`src/rtl/rr_arb3.sv`:
```
// rr_arb3: three-requester round-robin arbiter with a fixed REQ2GNT-cycle grant pipeline
module rr_arb3 #(
  parameter int REQ2GNT = 2
) (
  input  logic       clk,
  input  logic       resetn,
  input  logic       req1,
  input  logic       req2,
  input  logic       req3,
  output logic       gnt1,
  output logic       gnt2,
  output logic       gnt3,
  output logic [1:0] gnt_id,
  output logic [1:0] ptr
);
  logic [REQ2GNT-1:0][1:0] pipe;
  logic [3:0] rv;
  logic [1:0] c0, c1, c2, win;
  function automatic logic [1:0] nxt(input logic [1:0] k);
    return (k == 2'd3) ? 2'd1 : k + 2'd1;
  endfunction
  always_comb begin
    rv  = {req3, req2, req1, 1'b0};
    c0  = ptr;
    c1  = nxt(c0);
    c2  = nxt(c1);
    win = rv[c0] ? c0 : rv[c1] ? c1 : rv[c2] ? c2 : 2'd0;
  end
  always_ff @(posedge clk) begin
    if (!resetn) begin
      ptr  <= 2'd1;
      pipe <= '0;
    end else begin
      pipe[0] <= win;
      for (int i = 1; i < REQ2GNT; i++) pipe[i] <= pipe[i-1];
      if (win != 2'd0) ptr <= nxt(win);
    end
  end
  assign gnt_id = pipe[REQ2GNT-1];
  assign gnt1   = (gnt_id == 2'd1);
  assign gnt2   = (gnt_id == 2'd2);
  assign gnt3   = (gnt_id == 2'd3);
endmodule

```
`config.mk`:
```
export PLATFORM = sky130hd
export DESIGN_NAME = rr_arb3
export DESIGN_NICKNAME = d
export VERILOG_FILES = /design/src/rtl/rr_arb3.sv
export SDC_FILE = /design/constraint.sdc
export NUM_CORES = 1
export LEC_CHECK = 0
export CAP_MARGIN = 10
export CORE_AREA = 10 10 47 49
export CTS_CLUSTER_DIAMETER = 100
export DETAILED_ROUTE_END_ITERATION = 6
export DIE_AREA = 0 0 57 59
export GPL_ROUTABILITY_DRIVEN = 0
export GPL_TIMING_DRIVEN = 0
export MAX_ROUTING_LAYER = met4
export PLACE_DENSITY = 0.57
export SYNTH_ARGS = -nofsm -noshare
export SYNTH_HDL_FRONTEND = slang
export SYNTH_SLANG_ARGS = --single-unit
```
`constraint.sdc`:
```
create_clock -name clk -period 2.55 [get_ports clk]
set_input_delay 0.51 -clock clk [delete_from_list [all_inputs] [get_ports clk]]
set_output_delay 0.51 -clock clk [all_outputs]
set_load 0.02 [all_outputs]
```
### Word-level counts from Yosys, hierarchy flattened

Index checks and enable logic that the tools add are counted.

| storage, ports and cells | value |
|---|---|
| bits in registers | 6 |
| latch bits | 0 |
| RAM bits | 0 |
| memory bits (read-only) | 0 |
| input port bits | 5 |
| output and inout port bits | 7 |
| logic and storage cells | 28 |
| memories | 0 |

| cells by class | value |
|---|---|
| add/sub/neg operators | 3 |
| multiply operators | 0 |
| divide/modulo/power cells | 0 |
| order comparisons | 3 |
| equality and inequality tests | 6 |
| shift operators | 0 |
| muxes and demuxes | 12 |
| bitwise operators | 0 |
| reduce and logical (&&, ||, !) cells | 1 |

Operators with widths:

| cell | number |
|---|---|
| $mux 2 | 6 |
| $eq 2x2->1 const B | 5 |
| $lt 2x3->1 const B | 3 |
| $add 2x1->2 const B | 3 |
| $bmux 1 s2 | 3 |
| $mux 1 | 3 |
| $eq 2x1->1 const B | 1 |
| $reduce_bool 2->1 | 1 |

### Longest topological paths before layout

Gate-level depths: netlist (run 1).

| logic depth | value |
|---|---|
| word-level depth | 11 |
| gate-level depth with buffers | 9 |
| mapped depth without buffers | 9 |

### Worst setup path before layout (run 1)

No wires, ideal clock.

| timing path | value |
|---|---|
| kind | register to register |
| start point | register ptr[0] |
| end point | register ptr[0] |
| setup time | 0.058 ns |
| arrival | 2.200 ns |
| required time | 2.492 ns |
| setup slack | 0.292 ns |
| stages on the path, launching flop included | 10 |
| path buffers | 0 |
| clock period less this slack | 2.258 ns |
| cell sequence | dfxtp_1 inv_1 ha_1 and3b_1 a31oi_2 a211o_1 and2_1 ha_1 mux2_2 nand2_1 |

| on the way | value |
|---|---|
| word-level cells in the longest chain between the ends | 11 |
| elaborated cells on any way between the ends | 19 |
| those cells by class | add/sub (3); eq/ne (3); mux (12); reduce/logical (1) |

RTL lines:

| what | RTL line | RTL |
|---|---|---|
| start: declaration | 14 | `output logic [1:0] ptr` |
| start signal: assignment | 36 | `if (win != 2'd0) ptr <= nxt(win);` |
| $add 2x1->2 or $eq 2x2->1 (tied branches) | 20 | `return (k == 2'd3) ? 2'd1 : k + 2'd1;` |
| $mux 2 | 20 |  |
| $add 2x1->2 or $eq 2x2->1 (tied branches) | 20 |  |
| $mux 2 | 20 |  |
| $bmux 1 s2 | 27 | `win = rv[c0] ? c0 : rv[c1] ? c1 : rv[c2] ? c2 : 2'd0;` |
| $mux 1 (not written as such) | 27 |  |
| $mux 2 (2 in a row) | 27 |  |
| $mux 2 * | 27 |  |
| $add 2x1->2 or $eq 2x2->1 (tied branches) | 20 |  |
| $mux 2 | 20 |  |

Mark *: on every way between the ends. The rest lies on a longest branch, timed or not. The select of a mux whose other input is x is not followed.
A chain may end at the register's enable or synchronous reset.

### Worst setup path after layout (run 1)

Same ends and word-level chain as after synthesis.

==> flow_metrics.py, run 1 <==
metrics = {
    "sta": {
        "skew_ns": 0.00133,
        "finalSetupViolations": 0,
        "rsz0062_at_grt": "false",
        "hold_viol": 0,
        "period_share_pct": 90.0,
        "final.setup.tns_ns": 0,
        "whs_ns": 0.429,
        "slew_violations": 0,
        "fmax_ghz": 0.436,
        "period_needed_ns": 2.30,
        "tightestPinTransition_ns": 0.250,
        "slew_headroom_pct": 83.3,
    },
    "hold_path": {
        "hp-class": "reg2reg",
        "hp-start": "pipe[0]",
    },
    "grt": {
        "grt_start_max_net_pins": 8,
        "overflow": 0,
        "antenna_found_initial": 0,
        "grt_pass1_vias": 351,
        "grt.total_usage_pct": 5.45,
        "grt_pass1_wl_mm": 1.46,
    },
    "pwr": {
        "internal-power_uw": 368,
        "comb_power_share_pct": 61.6,
        "leakage_uw": 0.000243,
        "pwr-share-clk_pct": 13.2,
        "p_seq_share_pct": 25.1,
        "ir_drop_uv": 479,
        "sw_frac_of_total_pct": 39.6,
        "power_density_nw_per_um2": 1120,
        "power_switching_uw": 241,
    },
    "critical_path": {
        "critPathKind": "reg2reg",
        "r2r-start": "ptr[0]",
        "cp.arrival_ns": 2.47,
        "slowest_stage": "dfxtp_1",
        "startpoint": "ptr[0]",
        "crit_required_ns": 2.73,
        "cp-end-kind": "register",
        "max_stage_delay_ns": 0.45,
        "critPathMaxFanout": 7,
        "path_cells": "inv_1, ha_1, and3b_1, a31oi_2, a31oi_1, nor2_1, ha_1, mux2_2, nand2_1",
        "crit_path_frequent_cell": "ha_1",
        "cp-start-kind": "register",
    },
    "place": {
        "dpl.hpwl_um": 686,
        "dpl_cell_area_um2": 520,
        "dp_cells": 71,
        "portBuffers": 11,
    },
    "job": {
        "cap_violations": 0,
    },
    "clocking": {
        "htreeDepth": 1,
        "clk_path_buf_depth": 2,
        "cts_hold_buffers": 0,
        "cts_buffers": 3,
        "path_clk_slew_ns": 0.04,
        "cts_tree": "yes",
        "clock_latency_ns": 0.23,
        "root_buffer": "clkbuf_4",
        "postCtsSetupBuffers": 0,
        "clock_sinks": 6,
        "cts.repair.resized": 0,
    },
    "final_layout": {
        "drive_above_1_share_pct": 13.8,
        "fill_cells": 160,
        "nets": 69,
        "diodes": 0,
        "final_cell_count_no_fill": 74,
        "area_growth_pct": 39.1,
        "design_area_um2": 543,
    },
    "floorplan": {
        "rows": 14,
        "core_area_um2": 1400,
        "die_w_um": 57,
        "die_h_um": 59,
        "io_pins": 12,
        "dieArea_um2": 3360,
        "start_util_pct": 27.9,
    },
    "status": {
        "outcome": "finished, final reports clean",
    },
    "synth": {
        "synth_cell_type_count": 22,
        "avgSynthCellArea_um2": 8.87,
        "synth_top_area_share_pct": 30.8,
        "synth_nets": 53,
        "ys_seq_area_share_pct": 30.8,
        "ys_ff_latch": 6,
        "yosys_warnings": 0,
        "synth_top_area_cell": "dfxtp_1",
        "synthArstFlopShare_pct": 0,
        "synth_ff_type": "dfxtp_1",
        "synth_commonest_cells": "6 x dfxtp_1, 5 x nand2_1, 5 x nor2b_1, 4 x and2_1, 4 x ha_1",
        "synth.area.top_cells": "dfxtp_1 31%, ha_1 13%, nor2b_1 8.0%",
        "synth-edff-count": 0,
        "post-synth-top-count-cell": "dfxtp_1",
        "synth_cells": 44,
        "syn-cell-area_um2": 390,
    },
    "drt": {
        "wirelength_um": 797,
        "vias_per_cell": 4.55,
        "firstDrtPassIters": 3,
        "drt_iter0_drc": 3,
        "num_vias": 337,
        "wl_per_cell_um": 10.8,
        "drc": 0,
        "postRouteAntennaNets": 0,
    },
}
[final timing paths]
path	end	slack, ns	cells past startpoint
max	ptr[0]	0.25	9
min	gnt_id[0]	0.43	1
max reg2reg	ptr[0]	0.25	9
min reg2reg	gnt_id[0]	0.43	1
[stage by stage]
stage	setup slack [ns]	utilization [%]	power (uW)
2_1_floorplan	0.292	-	424
5_1_grt	0.0521	38.8	681
3_5_place_dp	0.210	37.1	534
3_3_place_gp	0.194	37.1	530
6_report	0.255	38.8	609
4_1_cts	0.245	38.8	621
[layer usage]
layer | wire length, um | track usage, %
met1 | 340 | 5.20
met2 | 438 | 9.46
met3 | 19 | 2.58
met4 | 0 | 2.01
met5 | 0 | -
[state kept, by name (all words and copies together), names as in the netlist]
signal / cells
gnt_id: 2
pipe: 2
ptr: 2
[power groups by stage]
stage / clock [uW] / combinational [uW] / sequential [uW]
global route: 91.6 / 431 / 159
global placement: 0 / 375 / 155
detailed placement: 0 / 378 / 156
CTS: 86.6 / 380 / 154
finish: 80.7 / 375 / 153
floorplan: 0 / 261 / 163
[worst max-delay path, delay by kind of cell (launching register included)]
| kind | cells | cell delay [ns] |
|---|---|---|
| muxes | 1 | 0.34 |
| and+or+nand+nor | 3 | 0.44 |
| DFF | 1 | 0.45 |
| adders and majority gates | 2 | 0.57 |
| AOI/OAI and AO/OA | 2 | 0.34 |
| buffers and inverters | 1 | 0.10 |
[layout make-up]
class / instances / area (um^2) / area share, %
plain buffers: 2 / 15.0 / 2.76
repair buffers: 11 / 110 / 20.3
clock buffers: 3 / 22.5 / 4.15
well taps: 16 / 20.0 / 3.69
flip-flops and latches: 6 / 120 / 22.1
multi-input cells: 33 / 244 / 44.9
inverters: 3 / 11.3 / 2.07
[cell families (layout without fill, tap and decap cells)]
group / count (synthesis) / count (layout) / synth area share [%]
muxes: 3 / 3 / 8.01
DFF: 6 / 6 / 30.8
AOI/OAI and AO/OA: 9 / 9 / 17.3
and+or+nand+nor: 17 / 17 / 24.4
adders and majority gates: 4 / 4 / 12.8
buffers and inverters: 5 / 19 / 6.73
[layout by cell type (no fill, tap or decap), types with 3 or more instances in the layout]
master | synthesis | final
and2_1 | 4 | 4
nand2_1 | 5 | 5
dfxtp_1 | 6 | 6
ha_1 | 4 | 4
clkdlybuf4s50_1 | 0 | 11
nor2b_1 | 5 | 5
clkbuf_4 | 0 | 3
Power figures use the tool's default switching activity.
==> run 2: changes to the inputs <==
Settings changed: ABC_AREA set to 1, PLACE_DENSITY 0.57 to 0.6.
==> run 2 against run 1 <==
Net effect:
- register-to-register slack gained 0.30 ns
- utilization grew 2.0 points
- sequential power grew 3%
- global-route usage grew 0.62 points
- hold slack lost 0.018 ns
- combinational power grew 9.6%
- synthesized cell count grew 43%
- largest power group unchanged
==> flow_metrics.py, run 2 <==
metrics = {
    "status": {
        "outcome": "finished, final reports clean",
    },
    "synth": {
        "synth_ff_type": "dfxtp_1",
        "synth-edff-count": 0,
        "synth_cells": 63,
        "synth.area.top_cells": "dfxtp_1 29%, ha_1 12%, inv_1 12%",
        "synth_top_area_cell": "dfxtp_1",
        "synth_nets": 72,
        "ys_ff_latch": 6,
        "ys_seq_area_share_pct": 28.7,
        "synth_top_area_share_pct": 28.7,
        "synth_cell_type_count": 15,
        "synthArstFlopShare_pct": 0,
        "syn-cell-area_um2": 418,
        "yosys_warnings": 0,
        "synth_commonest_cells": "13 x inv_1, 13 x nand2_1, 7 x nand3_1, 6 x dfxtp_1",
        "avgSynthCellArea_um2": 6.63,
    },
    "final_layout": {
        "area_growth_pct": 36.5,
        "final_cell_count_no_fill": 93,
        "drive_above_1_share_pct": 16.9,
        "nets": 88,
        "layout_common_cells": "13 x inv_1, 13 x nand2_1, 11 x clkdlybuf4s50_1",
        "diodes": 0,
        "design_area_um2": 571,
    },
    "floorplan": {
        "rows": 14,
        "die_h_um": 59,
        "start_util_pct": 29.8,
        "core_area_um2": 1400,
        "die_w_um": 57,
        "dieArea_um2": 3360,
        "io_pins": 12,
    },
    "pwr": {
        "power_uw": 660,
        "ir_drop_uv": 493,
        "leakage_uw": 0.000311,
        "power_density_nw_per_um2": 1160,
    },
    "clocking": {
        "htreeDepth": 1,
        "clock_latency_ns": 0.25,
        "clk_path_buf_depth": 2,
        "root_buffer": "clkbuf_4",
        "cts_hold_buffers": 0,
        "postCtsSetupBuffers": 0,
        "path_clk_slew_ns": 0.05,
        "clock_sinks": 6,
        "cts_buffers": 3,
        "cts_tree": "yes",
        "cts.repair.resized": 0,
    },
    "drt": {
        "vias_per_cell": 4.23,
        "drc": 0,
        "wl_met1_um": 373,
        "topRoutingLayerUsed": "met4",
        "wl_per_cell_um": 9.59,
        "num_vias": 393,
        "firstDrtPassIters": 2,
        "wl_met2_um": 443,
        "met3_length_um": 25,
        "drt_iter0_drc": 3,
        "postRouteAntennaNets": 0,
        "wirelength_um": 892,
    },
    "place": {
        "portBuffers": 11,
        "dpl.hpwl_um": 734,
        "dp_cells": 90,
        "dpl_cell_area_um2": 548,
    },
    "sta": {
        "fmax_ghz": 0.501,
        "period_needed_ns": 2.00,
        "rsz0062_at_grt": "false",
        "finalSetupViolations": 0,
        "tightestPinTransition_ns": 0.229,
        "skew_ns": 0.00304,
        "hold_viol": 0,
        "period_share_pct": 78.3,
        "final.setup.tns_ns": 0,
        "slew_violations": 0,
        "whs_ns": 0.411,
        "slew_headroom_pct": 84.7,
    },
    "critical_path": {
        "crit_required_ns": 2.69,
        "cp-end-kind": "register",
        "critPathKind": "reg2reg",
        "cp-start-kind": "register",
        "critPathTopFamily": "adder cells",
        "critPathMaxFanout": 7,
        "path_cells": "inv_1, ha_1, inv_2, nand2_1, nand3_1, nand2_1, nand3_1, nand2_2, nand2_2, inv_2, ha_1, o21ai_0, a21oi_1",
        "cp.arrival_ns": 2.14,
        "cp_num_buf_inv": 3,
        "slowest_stage": "dfxtp_1",
        "max_stage_delay_ns": 0.44,
    },
    "grt": {
        "grt_start_max_net_pins": 8,
        "grt_pass1_vias": 381,
        "grt.total_usage_pct": 6.07,
        "overflow": 0,
        "antenna_found_initial": 0,
        "grt_pass1_wl_mm": 1.52,
    },
    "job": {
        "cap_violations": 0,
    },
    "hold_path": {
        "hp-class": "reg2reg",
    },
}
-- run 2: changes by cell type in the layout (fill, tap and decap cells not counted), sizes merged, moves of 2 or more --
cell,previous run,this run
a31oi,2,0
nor2,1,4
and2,4,0
nand3,0,8
nand2,5,16
nor2b,5,0
inv,3,15
a21oi,0,4
mux2i,2,0
-- run 2: final cells by class --
cell class,instances,area [um^2]
repair buffers,11,110
flip-flops and latches,6,120
inverters,16,60.1
plain buffers,2,15.0
fillers,166,831
well taps,16,20.0
multi-input cells,39,223
clock buffers,3,22.5
-- run 2: power breakdown --
part / leakage [uW] / total (uW) / switching, uW / internal [uW]
Clock: 0.0000138 / 90.4 / 36.9 / 53.4
Sequential: 0.0000498 / 158 / 27.7 / 131
Combinational: 0.000247 / 411 / 232 / 179
Total: 0.000311 / 660 / 297 / 363
-- run 2: cell families after synthesis --
group / synth area share [%]
DFF: 28.7
AOI/OAI and AO/OA: 10.8
buffers and inverters: 18.0
adders and majority gates: 12.0
and+or+nand+nor: 30.5
-- run 2: metrics by stage --
| stage | setup slack (ns) | utilization [%] |
|---|---|---|
| 3_5_place_dp | 0.398 | 39.1 |
| 3_3_place_gp | 0.404 | 39.1 |
| 5_1_grt | 0.316 | 40.7 |
| 2_1_floorplan | 0.576 | - |
| 6_report | 0.554 | 40.7 |
| 4_1_cts | 0.534 | 40.7 |
-- run 2: layer usage --
layer  vias to the layer above  global-route usage, %
met5                         -                      -
met4                         0                   7.05
met3                         5                   1.93
met2                         6                   9.92
met1                       166                   5.07
li1                        216                      -
-- run 2: final timing paths --
| check | startpoint | endpoint | slack (ns) | cells after the start |
|---|---|---|---|---|
| max reg2reg | ptr[0] | ptr[1] | 0.55 | 13 |
| min reg2reg | pipe[1] | gnt_id[1] | 0.41 | 2 |
| min | pipe[1] | gnt_id[1] | 0.41 | 2 |
| max | ptr[0] | ptr[1] | 0.55 | 13 |
-- run 2: worst register-to-register path, cell delays in order, from the launching register on --
cell,delay [ns]
dfxtp_1,0.44
inv_1,0.09
ha_1,0.36
inv_2,0.09
nand2_1,0.06
nand3_1,0.06
nand2_1,0.05
nand3_1,0.08
nand2_2,0.07
nand2_2,0.07
inv_2,0.03
ha_1,0.27
o21ai_0,0.15
a21oi_1,0.05
==> run 3: changes to the inputs <==
Clock period 2.55 ns to 1.9 ns, I/O delays scaled along.
==> run 3 against run 2 <==
Net effect:
- sequential cell count unchanged
- utilization up 2.7 points
- die area unchanged
- critical endpoint unchanged
- highest routed layer unchanged
==> flow_metrics.py, run 3 (synthesis gave the netlist of run 2 again) <==
metrics = {
    "critical_path": {
        "max_stage_delay_ns": 0.35,
        "cp.arrival_ns": 1.88,
        "slowest_stage": "dfxtp_4",
        "cp-end-kind": "register",
        "crit_required_ns": 2.04,
        "crit_path_frequent_cell": "inv_2",
        "path_cells": "inv_2, ha_4, inv_2, nand3_1, clkinv_1, nor2_2, nand2_2, nand2_2, inv_2, ha_1, o21ai_1, a21oi_1",
        "cp_num_buf_inv": 4,
        "critPathMaxFanout": 4,
        "critPathKind": "reg2reg",
        "cp-start-kind": "register",
        "critPathTopFamily": "adder cells",
    },
    "clocking": {
        "clock_sinks": 6,
        "cts_buffers": 3,
        "root_buffer": "clkbuf_4",
        "clock_latency_ns": 0.25,
        "cts_tree": "yes",
        "clk_path_buf_depth": 2,
        "path_clk_slew_ns": 0.05,
        "cts_hold_buffers": 0,
        "htreeDepth": 1,
    },
    "final_layout": {
        "area_growth_pct": 45.5,
        "final_common_cell": "nand2_1",
        "nets": 90,
        "layout_common_cells": "13 x nand2_1, 12 x inv_1, 10 x clkdlybuf4s50_1",
        "drive_above_1_share_pct": 25.3,
        "diodes": 0,
        "fill_cells": 159,
        "design_area_um2": 608,
    },
    "floorplan": {
        "die_w_um": 57,
        "rows": 14,
        "core_area_um2": 1400,
        "start_util_pct": 29.8,
        "die_h_um": 59,
        "io_pins": 12,
        "dieArea_um2": 3360,
    },
    "job": {
        "cap_violations": 0,
    },
    "place": {
        "dpl.hpwl_um": 730,
        "portBuffers": 11,
        "dpl_cell_area_um2": 549,
    },
    "grt": {
        "grt_pass1_vias": 439,
        "grt_use_met2_pct": 11.0,
        "grt_start_max_net_pins": 8,
        "grt_pass1_wl_mm": 1.70,
        "grt.busiest_layer": "met2",
        "use_met1_pct": 6.04,
        "grt.total_usage_pct": 6.48,
        "grtUsageMet3_pct": 1.93,
        "overflow": 0,
        "antenna_found_initial": 0,
    },
    "pwr": {
        "power_density_nw_per_um2": 1600,
        "leakage_uw": 0.000326,
        "power_uw": 975,
        "ir_drop_uv": 845,
    },
    "drt": {
        "postRouteAntennaNets": 0,
        "num_vias": 404,
        "drt_iter0_drc": 1,
        "drc": 0,
        "wl_per_cell_um": 9.95,
        "wirelength_um": 945,
        "vias_per_cell": 4.25,
        "firstDrtPassIters": 3,
    },
    "sta": {
        "period_share_pct": 91.8,
        "tightestPinTransition_ns": 0.226,
        "skew_ns": 0.00414,
        "fmax_ghz": 0.573,
        "slew_violations": 0,
        "period_needed_ns": 1.74,
        "rsz0062_at_grt": "false",
        "hold_viol": 0,
        "slew_headroom_pct": 84.9,
        "finalSetupViolations": 0,
    },
    "status": {
        "outcome": "finished, final reports clean",
    },
    "hold_path": {
        "hp-class": "reg2reg",
    },
}
## run 3: power breakdown
group	internal, uW	switching [uW]	total [uW]
clock network	71.6	48.6	120
registers	181	36.4	217
logic	292	345	637
total	545	430	975
## run 3: metal layers
layer	routed length [um]	vias to the layer above	share of wire, %
met2	522	5	55
met4	19	0	2.0
met3	22	4	2.3
met1	380	173	40
li1	-	222	-
met5	0	-	0
## run 3: cell type report
type	count	area (um^2)	share of cell area, %
buffer	2	15.0	2.47
sequential	6	125	20.6
tap	16	20.0	3.29
clock buffer	3	22.5	3.70
inverter	16	60.1	9.88
timing repair buffer	13	128	21.0
multi-input combinational	39	238	39.1
## run 3: final timing paths
check                                  to     from  cells after the start  slack [ns]
worst max-delay path               ptr[1]   ptr[0]                     12        0.16
worst min-delay path            gnt_id[1]  pipe[1]                      2        0.41
worst max register to register     ptr[1]   ptr[0]                     12        0.16
worst min register to register  gnt_id[1]  pipe[1]                      2        0.41
## run 3: tightest hold or removal path: cells and delay by family, from the launching register on
kind,cells,cell delay [ns]
flip-flops,1,0.30
AND/OR/NAND/NOR,1,0.05
buffers and inverters,1,0.04
## run 3: through the flow
stage / TNS (ns) / instances / utilization (%) / hold slack, ns / worst slack [ns]
global placement: -0.188 / 90 / 39.2 / 0.397 / -0.117
global route: 0 / 95 / 43.4 / 0.440 / 0.0123
detailed placement: -0.228 / 90 / 39.2 / 0.401 / -0.148
floorplan: 0 / 63 / - / 0.390 / 0.0464
CTS: 0 / 93 / 41.9 / 0.413 / 0.0240
finish: 0 / 95 / 43.4 / 0.411 / 0.155
## run 3: what timing repair did
action	4_1_cts	5_1_grt
endpoints found under the setup margin	1	2
setup buffers	0	2
pin swaps	0	2
resized for setup	2	5
